File: src/rtl/uart_pkg.sv
`default_nettype none
// ============================================================================
// Module   : uart_pkg
// Purpose  : Shared types and constants for the UART transmit arbiter.
// Revision : 1.0 - initial release
// ============================================================================
package uart_pkg;

  localparam int CLK_HZ          = 50_000_000;
  localparam int DEF_TIMEOUT_CYC = 100_000;

  localparam logic [2:0] BAUD_9600   = 3'd0;
  localparam logic [2:0] BAUD_19200  = 3'd1;
  localparam logic [2:0] BAUD_38400  = 3'd2;
  localparam logic [2:0] BAUD_57600  = 3'd3;
  localparam logic [2:0] BAUD_115200 = 3'd4;

  typedef enum logic [1:0] {
    ST_IDLE = 2'd0,
    ST_SEND = 2'd1,
    ST_WAIT = 2'd2
  } arb_state_t;

  // Adds off (< n) to base (< n) and wraps modulo n without a divider.
  function automatic int rr_wrap(input int base, input int off, input int n);
    int s;
    s = base + off;
    return (s >= n) ? (s - n) : s;
  endfunction

endpackage
`default_nettype wire

File: src/rtl/uart_tx_arbiter_rr_pick.sv
`default_nettype none
// ============================================================================
// Module   : rr_pick
// Purpose  : Combinational round-robin select: first set request at or after
//            i_rr_ptr, wrapping modulo N_REQ.
// Revision : 1.0 - initial release
// ============================================================================
module rr_pick
  import uart_pkg::*;
#(
  parameter int N_REQ = 4
) (
  input  logic [N_REQ-1:0]         i_req,
  input  logic [$clog2(N_REQ)-1:0] i_rr_ptr,
  output logic [N_REQ-1:0]         o_onehot,
  output logic [$clog2(N_REQ)-1:0] o_idx,
  output logic                     o_valid
);

  localparam int IW = $clog2(N_REQ);

  logic [IW-1:0] w_slot [N_REQ];

  for (genvar k = 0; k < N_REQ; k++) begin : g_slot
    assign w_slot[k] = IW'(rr_wrap(int'(i_rr_ptr), k, N_REQ));
  end

  // Scan farthest slot first so the slot nearest the pointer overwrites last.
  always_comb begin
    o_onehot = '0;
    o_idx    = '0;
    o_valid  = 1'b0;
    for (int k = N_REQ - 1; k >= 0; k--) begin
      if (i_req[w_slot[k]]) begin
        o_onehot            = '0;
        o_onehot[w_slot[k]] = 1'b1;
        o_idx               = w_slot[k];
        o_valid             = 1'b1;
      end
    end
  end

endmodule
`default_nettype wire

File: src/rtl/uart_tx_arbiter.sv
`default_nettype none
// ============================================================================
// Module   : uart_tx_arbiter
// Purpose  : Round-robin sharing of one UART transmitter among N_REQ byte
//            producers. Optional Tx_Done watchdog under macro TX_TIMEOUT_EN.
// Revision : 1.0 - initial release
// ============================================================================
module uart_tx_arbiter
  import uart_pkg::*;
#(
  parameter int N_REQ = 4,
  parameter int DW    = 8
`ifdef TX_TIMEOUT_EN
  ,
  parameter int TIMEOUT_CYC = DEF_TIMEOUT_CYC
`endif
) (
  input  logic                     Clk,
  input  logic                     Rst,
  input  logic [N_REQ-1:0]         req,
  input  logic [N_REQ*DW-1:0]      req_data,
  output logic [N_REQ-1:0]         ack,
  input  logic [2:0]               baud_set_in,
  output logic [2:0]               baud_set,
  output logic [DW-1:0]            data_byte,
  output logic                     send_en,
  input  logic                     Tx_Done,
  output logic                     busy,
  output logic [$clog2(N_REQ)-1:0] gnt_idx
`ifdef TX_TIMEOUT_EN
  ,
  output logic                     tx_timeout
`endif
);

  localparam int IW = $clog2(N_REQ);

  arb_state_t       r_state;
  logic [N_REQ-1:0] r_ack;
  logic             r_send_en;
  logic [DW-1:0]    r_data;
  logic             r_busy;
  logic [IW-1:0]    r_gnt;
  logic [IW-1:0]    r_rr_ptr;

  logic [N_REQ-1:0] w_onehot;
  logic [IW-1:0]    w_idx;
  logic             w_valid;
  logic [DW-1:0]    w_data;
  logic [N_REQ-1:0] w_ack_vec;
  logic [IW-1:0]    w_rr_next;

`ifdef TX_TIMEOUT_EN
  localparam int WDW = $clog2(TIMEOUT_CYC);
  logic           r_tx_timeout;
  logic [WDW-1:0] r_wdog;
`endif

  rr_pick #(
    .N_REQ (N_REQ)
  ) u_pick (
    .i_req    (req),
    .i_rr_ptr (r_rr_ptr),
    .o_onehot (w_onehot),
    .o_idx    (w_idx),
    .o_valid  (w_valid)
  );

  always_comb begin
    w_data = '0;
    for (int i = 0; i < N_REQ; i++) begin
      if (w_onehot[i]) begin
        w_data = w_data | req_data[i*DW +: DW];
      end
    end
  end

  assign w_ack_vec = N_REQ'(1) << r_gnt;
  assign w_rr_next = IW'(rr_wrap(int'(r_gnt), 1, N_REQ));

  // send_en is registered on the SEND->WAIT edge, so it is high during the
  // first WAIT cycle; a Tx_Done in that cycle cannot belong to this frame.
  always_ff @(posedge Clk or posedge Rst) begin
    if (Rst) begin
      r_state   <= ST_IDLE;
      r_ack     <= '0;
      r_send_en <= 1'b0;
      r_data    <= '0;
      r_busy    <= 1'b0;
      r_gnt     <= '0;
      r_rr_ptr  <= '0;
`ifdef TX_TIMEOUT_EN
      r_tx_timeout <= 1'b0;
      r_wdog       <= '0;
`endif
    end else begin
      r_ack     <= '0;
      r_send_en <= 1'b0;
`ifdef TX_TIMEOUT_EN
      r_tx_timeout <= 1'b0;
`endif
      case (r_state)
        ST_IDLE: begin
          if (w_valid) begin
            r_data  <= w_data;
            r_gnt   <= w_idx;
            r_busy  <= 1'b1;
            r_state <= ST_SEND;
          end
        end
        ST_SEND: begin
          r_send_en <= 1'b1;
          r_state   <= ST_WAIT;
`ifdef TX_TIMEOUT_EN
          r_wdog    <= '0;
`endif
        end
        ST_WAIT: begin
          if (Tx_Done && !r_send_en) begin
            r_ack    <= w_ack_vec;
            r_rr_ptr <= w_rr_next;
            r_busy   <= 1'b0;
            r_state  <= ST_IDLE;
          end
`ifdef TX_TIMEOUT_EN
          else if (r_wdog == WDW'(TIMEOUT_CYC - 1)) begin
            r_ack        <= w_ack_vec;
            r_tx_timeout <= 1'b1;
            r_rr_ptr     <= w_rr_next;
            r_busy       <= 1'b0;
            r_state      <= ST_IDLE;
          end else begin
            r_wdog <= r_wdog + WDW'(1);
          end
`endif
        end
        default: begin
          r_busy  <= 1'b0;
          r_state <= ST_IDLE;
        end
      endcase
    end
  end

  assign ack       = r_ack;
  assign send_en   = r_send_en;
  assign data_byte = r_data;
  assign busy      = r_busy;
  assign gnt_idx   = r_gnt;
  assign baud_set  = baud_set_in;
`ifdef TX_TIMEOUT_EN
  assign tx_timeout = r_tx_timeout;
`endif

endmodule
`default_nettype wire

File: config.mk
export PLATFORM = sky130hd
export DESIGN_NAME = uart_tx_arbiter
export DESIGN_NICKNAME = d
export VERILOG_FILES = /design/src/rtl/uart_pkg.sv /design/src/rtl/uart_tx_arbiter_rr_pick.sv /design/src/rtl/uart_tx_arbiter.sv
export SDC_FILE = /design/constraint.sdc
export NUM_CORES = 1
export LEC_CHECK = 0
export BUFFER_PORTS_ARGS = -buffer_cell sky130_fd_sc_hd__buf_4
export CAP_MARGIN = 30
export CORE_MARGIN = 10
export CORE_UTILIZATION = 50
export DETAILED_ROUTE_END_ITERATION = 8
export PLACE_DENSITY_LB_ADDON = 0.08
export SLEW_MARGIN = 20
export SYNTH_ARGS = -nofsm -noshare
export SYNTH_HDL_FRONTEND = slang
export SYNTH_SLANG_ARGS = --single-unit
File: constraint.sdc
create_clock -name Clk -period 4.12 [get_ports Clk]
set_input_delay 0.618 -clock Clk [delete_from_list [all_inputs] [get_ports Clk]]
set_output_delay 0.618 -clock Clk [all_outputs]
set_load 0.01 [all_outputs]
**After elaboration in Yosys (flattened, before gate mapping)**

Index checks and enable logic that the tools add are counted.

- Bits in registers: 20
- Bits of input ports: 42
- Logic and storage cells: 95

- Add/subtract/negate cells: 9
- Order comparisons: 13
- Equal/unequal tests: 4
- Shift-type cells: 1
- Mux-type cells: 46
- Bitwise logic cells: 4
- Reduce and logical (&&, ||, !) cells: 11

Operators with widths:

| kind | count |
|---|---|
| $mux W8 | 4 |
| $mux W4 | 6 |
| $or A8 B8 Y8 | 3 |
| $mux W2 | 11 |
| $mux W1 | 15 |
| $ge A3 B3 Y1 const B | 4 |
| $lt A2 B3 Y1 const B | 4 |
| $sub A2 B1 Y2 const B | 5 |
| $bmux W1 S2 | 4 |
| $demux W1 S2 | 4 |
| $ge A2 B1 Y1 const B | 4 |
| $add A2 B1 Y3 const B | 2 |
| $add A2 B2 Y3 const B | 2 |
| $pmux W2 S3 | 1 |
| $reduce_and A2 Y1 | 3 |
| $logic_and A1 B1 Y1 | 5 |
| $shl A1 B2 Y4 const A | 1 |
| $ge A2 B3 Y1 const B | 1 |
| $pmux W1 S3 | 1 |
| $reduce_and A3 Y1 | 1 |
| $eq A2 B1 Y1 const B | 1 |
| $eq A2 B2 Y1 const B | 1 |
| $logic_not A2 Y1 | 1 |
| $ne A2 B1 Y1 const B | 1 |
| other kinds (3) | 3 |

**Depth between registers and ports, before layout**

- Word-level depth: 18
- Mapped depth: 10
- Gate-level depth less buffers: 7

**Hierarchy**

A second synthesis with hierarchy kept.

- Cell total of the unflattened synthesis: 148
- Area total of the unflattened synthesis: 1451.4 µm²

Modules (own cells, without submodules):

| module | times used | cells an instance | area an instance (µm²) |
|---|---|---|---|
| uart_tx_arbiter | 1 | 87 | 942.2 |
| rr_pick | 1 | 61 | 509.2 |

**Least setup slack after synthesis**

OpenSTA, ideal clock, no wires.

- Kind: flip-flop to flip-flop
- Start point: register r_rr_ptr[0]
- End point: register r_data[0] (netlist: data_byte[0])
- Setup time: 82 ps
- Arrival: 2737 ps
- Required time: 4038 ps
- Setup slack: 1302 ps
- Cell stages (with the launch flop): 11
- Buffers on the path: 3
- Clock period less this slack: 2818 ps
- Path through: dfrtp_1 -> buf_6 -> clkbuf_1 -> inv_1 -> ha_1 -> buf_2 -> mux4_2 -> or2_0 -> o311ai_2 -> a32oi_1 -> a31oi_1

- Longest elaborated chain between the ends: 18
- Elaborated cells between the ends (all ways): 59
- Those cells by class: 7 x add/sub; 12 x order compare; 32 x mux; 3 x bitwise; 5 x reduce/logical

Ends and longest elaborated chain:

| what | line | source |
|---|---|---|
| from (decl) | uart_tx_arbiter.sv:44 | `logic [IW-1:0] r_rr_ptr;` |
| from (signal assigned) | uart_tx_arbiter.sv:121 | `r_rr_ptr <= w_rr_next;` |
| $add A2 B2 Y3 | uart_pkg.sv:27 | `s = base + off;` |
| $ge A3 B3 Y1 / $sub A2 B1 Y2 (equally long branches) | uart_pkg.sv:28 | `return (s >= n) ? (s - n) : s;` |
| $mux W2 | uart_pkg.sv:28 |  |
| $lt A2 B3 Y1 (implied by the code) / $ge A2 B1 Y1 (equally long branches) | uart_tx_arbiter_rr_pick.sv:36 | `o_onehot[w_slot[k]] = 1'b1;` |
| $logic_and A1 B1 Y1 (implied by the code) | uart_tx_arbiter_rr_pick.sv:36 |  |
| $mux W1 (implied by the code) | uart_tx_arbiter_rr_pick.sv:36 |  |
| $demux W1 S2 | - |  |
| $mux W4 (4 in series) | uart_tx_arbiter_rr_pick.sv:34 | `if (i_req[w_slot[k]]) begin` |
| $mux W8 | uart_tx_arbiter.sv:72 | `if (w_onehot[i]) begin` |
| $or A8 B8 Y8 | uart_tx_arbiter.sv:73 | `w_data = w_data \| req_data[i*DW +: DW];` |
| $mux W8 | uart_tx_arbiter.sv:72 |  |
| $or A8 B8 Y8 | uart_tx_arbiter.sv:73 |  |
| $mux W8 | uart_tx_arbiter.sv:72 |  |
| $or A8 B8 Y8 | uart_tx_arbiter.sv:73 |  |
| $mux W8 | uart_tx_arbiter.sv:72 |  |
| to (signal assigned) | uart_tx_arbiter.sv:105 | `r_data <= w_data;` |
| to (decl) | uart_tx_arbiter.sv:41 | `logic [DW-1:0] r_data;` |

Several ways; a longest one is shown, not always the timed one. The select of a mux whose other input is x is not followed.
A chain may end at the register's enable or synchronous reset.

**Worst setup path after layout**

Ends and elaborated chain as after synthesis.

==> results.sh <==
export IMPL_grtUsageTotal_pct=13.52
export IMPL_max_stage_delay_ns=0.75
export IMPL_drc_errors=0
export IMPL_cts_max_level=1
export IMPL_die_width_um=75.46
export IMPL_synth_ff_latch_count=20
export IMPL_path_depth=7
export IMPL_hold_ws_ns=0.4327
export IMPL_dieHeight_um=75.46
export IMPL_fin_ws_ns=0.9366
export IMPL_outcome="complete, no violations"
export IMPL_finalHoldViolCount=0
export IMPL_min_period_ns=3.183
export IMPL_clock_sinks=20
export IMPL_cts_root_buf="clkbuf_4"
export IMPL_hold_buffers=0
export IMPL_drtIter0Drc=101
export IMPL_wl_um=4082
export IMPL_place_gp_congestion=0.8918
export IMPL_max_cap_violations=0
export IMPL_syn_to_final_growth_pct=28.56
export IMPL_wl_met2_um=2035
export IMPL_cpLargestDelayFamily="compound AO/OA/AOI/OAI gates"
export IMPL_portBuffers=54
export IMPL_clk_latency_ns=0.30
export IMPL_ir_worst_vdd_mv=0.4875
export IMPL_cp_max_fo=19
export IMPL_syn_nets=210
export IMPL_cts_resized=0
export IMPL_path_buf_inv=1
export IMPL_viasPerCell=5.889
export IMPL_n_fill_cell=251
export IMPL_synth_cell_type_count=38
export IMPL_start_kind="register"
export IMPL_drv_slew=0
export IMPL_rsz0062_at_grt="no"
export IMPL_post_drt_wl_per_cell_um=17.44
export IMPL_critPathSlowestCell="dfrtp_1"
export IMPL_die_area_mm2=0.005693
export IMPL_grt_pass1_vias=1306
export IMPL_drtAntennaViolNets=0
export IMPL_finalSetupViolCount=0
export IMPL_hp_class="input port to async pin"
export IMPL_drive_above_1_share_pct=36.82
export IMPL_clock_skew_ns=0.004808
export IMPL_num_vias=1378
export IMPL_multiInputGateArea_um2=932.1
export IMPL_fp_row_count=20
export IMPL_highest_layer="met4"
export IMPL_timing_final_crit_share_pct=77.27
export IMPL_yosysSeqAreaShare_pct=32.55
export IMPL_synth_warnings=0
export IMPL_syn_area_per_cell_um2=9.857
export IMPL_tightestPinTransition_ns=0.7293
export IMPL_relSlewSlack_pct=51.33
export IMPL_start_util_pct=51.21
export IMPL_crit_path_cell_trace="inv_1, ha_1, mux4_2, or2_0, o311ai_2, a32oi_1, a31oi_1"
export IMPL_dp_final_hpwl_um=3226
export IMPL_power_leakage_nw=0.8941
export IMPL_nets=256
export IMPL_antenna_found_initial=0
export IMPL_synthFlopType="dfrtp_1"
export IMPL_synthCells=156
export IMPL_drt_pass1_iter_count=4
export IMPL_grt_ovfl_total=0
export IMPL_syn_cell_area_mm2=0.001538
export IMPL_fmaxAchievable_mhz=314.1
export IMPL_worstPathRequired_ns=4.34
export IMPL_cts_buffer_depth=2
export IMPL_cts_tree="yes"
export IMPL_critical_path_arrival_ns=3.41
export IMPL_worst_r2r_cell_count=7
export IMPL_grt_max_degree=21
export IMPL_crit_type="register to register"
export IMPL_wirelength_met1_um=1633
export IMPL_numCtsBuffers=3
export IMPL_post_place_ws_ns=0.9505
export IMPL_grt_pass1_wl_um=6099
export IMPL_critPathCaptureType="register"
export IMPL_synth_edf_count=0
export IMPL_core_area_mm2=0.003003
export IMPL_diodes=0
export IMPL_regArea_um2=500.5
export IMPL_setup_tns_ns=0
export IMPL_synth_async_reset_ratio_pct=100.0
export IMPL_pin_count=61
export IMPL_post_cts_setup_buffers=0
export IMPL_p_per_area_mw_per_mm2=781.7
export IMPL_wl_met3_um=347
export IMPL_clk_pin_slew_ns=0.12
placed cells by master, fill, tap and decap left out, types with 2 or more instances in the layout:
master    synthesis  final
buf_4             3     54
dfrtp_1          20     20
ha_1             12     12
nor2_1           11     11
nor2b_1          10     10
inv_1             9      9
a31oi_1           9      9
a22oi_1           8      8
a32oi_1           8      8
nand2_1           6      6
mux2_2            6      6
and2_1            6      6
o21ai_0           5      5
mux4_2            4      4
a21oi_1           3      3
clkbuf_4          0      3
a211oi_1          2      2
nor3b_1           2      2
a211oi_4          2      2
a221oi_1          2      2
o211ai_1          2      2
nand2b_1          2      2
report_power, final:
| group | switching (mW) | internal (mW) |
|---|---|---|
| registers | 0.0968 | 0.281 |
| clock network | 0.0615 | 0.0982 |
| logic | 0.528 | 0.480 |
worst register-to-register path: stages, from the launching register on:
cell and delay (ns):
dfrtp_1 0.75, inv_1 0.22, ha_1 0.50, mux4_2 0.43, or2_0 0.24, o311ai_2 0.60, a32oi_1 0.13, a31oi_1 0.22
cell usage after synthesis, types with 4 or more instances:
library cell | count | area share, %
and2_1 | 6 | 2.4
inv_1 | 9 | 2.2
ha_1 | 12 | 9.8
o21ai_0 | 5 | 1.6
mux2_2 | 6 | 4.4
nand2_1 | 6 | 1.5
dfrtp_1 | 20 | 33
clkbuf_1 | 5 | 1.2
buf_2 | 4 | 1.3
nor2b_1 | 10 | 4.1
a31oi_1 | 9 | 3.7
a22oi_1 | 8 | 3.9
mux4_2 | 4 | 5.9
nor2_1 | 11 | 2.7
a32oi_1 | 8 | 4.6
path summary, 6_finish.rpt:
check	from	to	slack [ns]
worst max register to register	r_rr_ptr[0]$_DFFE_PP0P_	data_byte[0]$_DFFE_PP0P_	0.94
worst min register to register	r_state[1]$_DFFE_PP0P_	send_en$_DFF_PP0_	0.52
worst max-delay path	r_rr_ptr[0]$_DFFE_PP0P_	data_byte[0]$_DFFE_PP0P_	0.94
min in group Clk	r_state[1]$_DFFE_PP0P_	send_en$_DFF_PP0_	0.52
max in group asynchronous	Rst	r_state[1]$_DFFE_PP0P_	3.23
worst min-delay path	Rst	data_byte[5]$_DFFE_PP0P_	0.43
layout make-up:
cell class / count / area share [%]
Clock buffer: 3 / 1.139
Clock inverter: 1 / 1.519
Inverter: 9 / 1.709
Multi-Input combinational cell: 113 / 47.15
Sequential cell: 20 / 25.32
Tap cell: 33 / 2.089
Timing Repair Buffer: 55 / 21.08
stage by stage:
step                power, mW  std cells  instance area [um2]  util, %
CTS                     1.548        234                 1977    65.83
global route            1.674        234                 1977    65.83
finish                  1.545        234                 1977    65.83
detailed placement      1.387        230                 1924    64.08
global placement        1.345        229                 1913    63.71
floorplan               1.109        156                 1538        -
state kept, by name, indices dropped and copies added (netlist names):
register	cells
r_rr_ptr	2
send_en	1
busy	1
r_state	2
data_byte	8
ack	4
gnt_idx	2
logic make-up after synthesis:
group,after synthesis,synth area share (%)
flops,20,32.55
compound gates,45,23.03
fa+ha+maj,12,9.764
mux,11,10.90
simple gates,45,16.60
buf+inv,23,7.160
per-layer routing:
metal / GRT usage, % / vias to the layer above
li1: - / 663
met1: 15.46 / 655
met2: 23.80 / 50
met3: 2.995 / 10
met4: 5.361 / 0
met5: 0 / -
No activity file was read; power rests on OpenSTA's default activity.
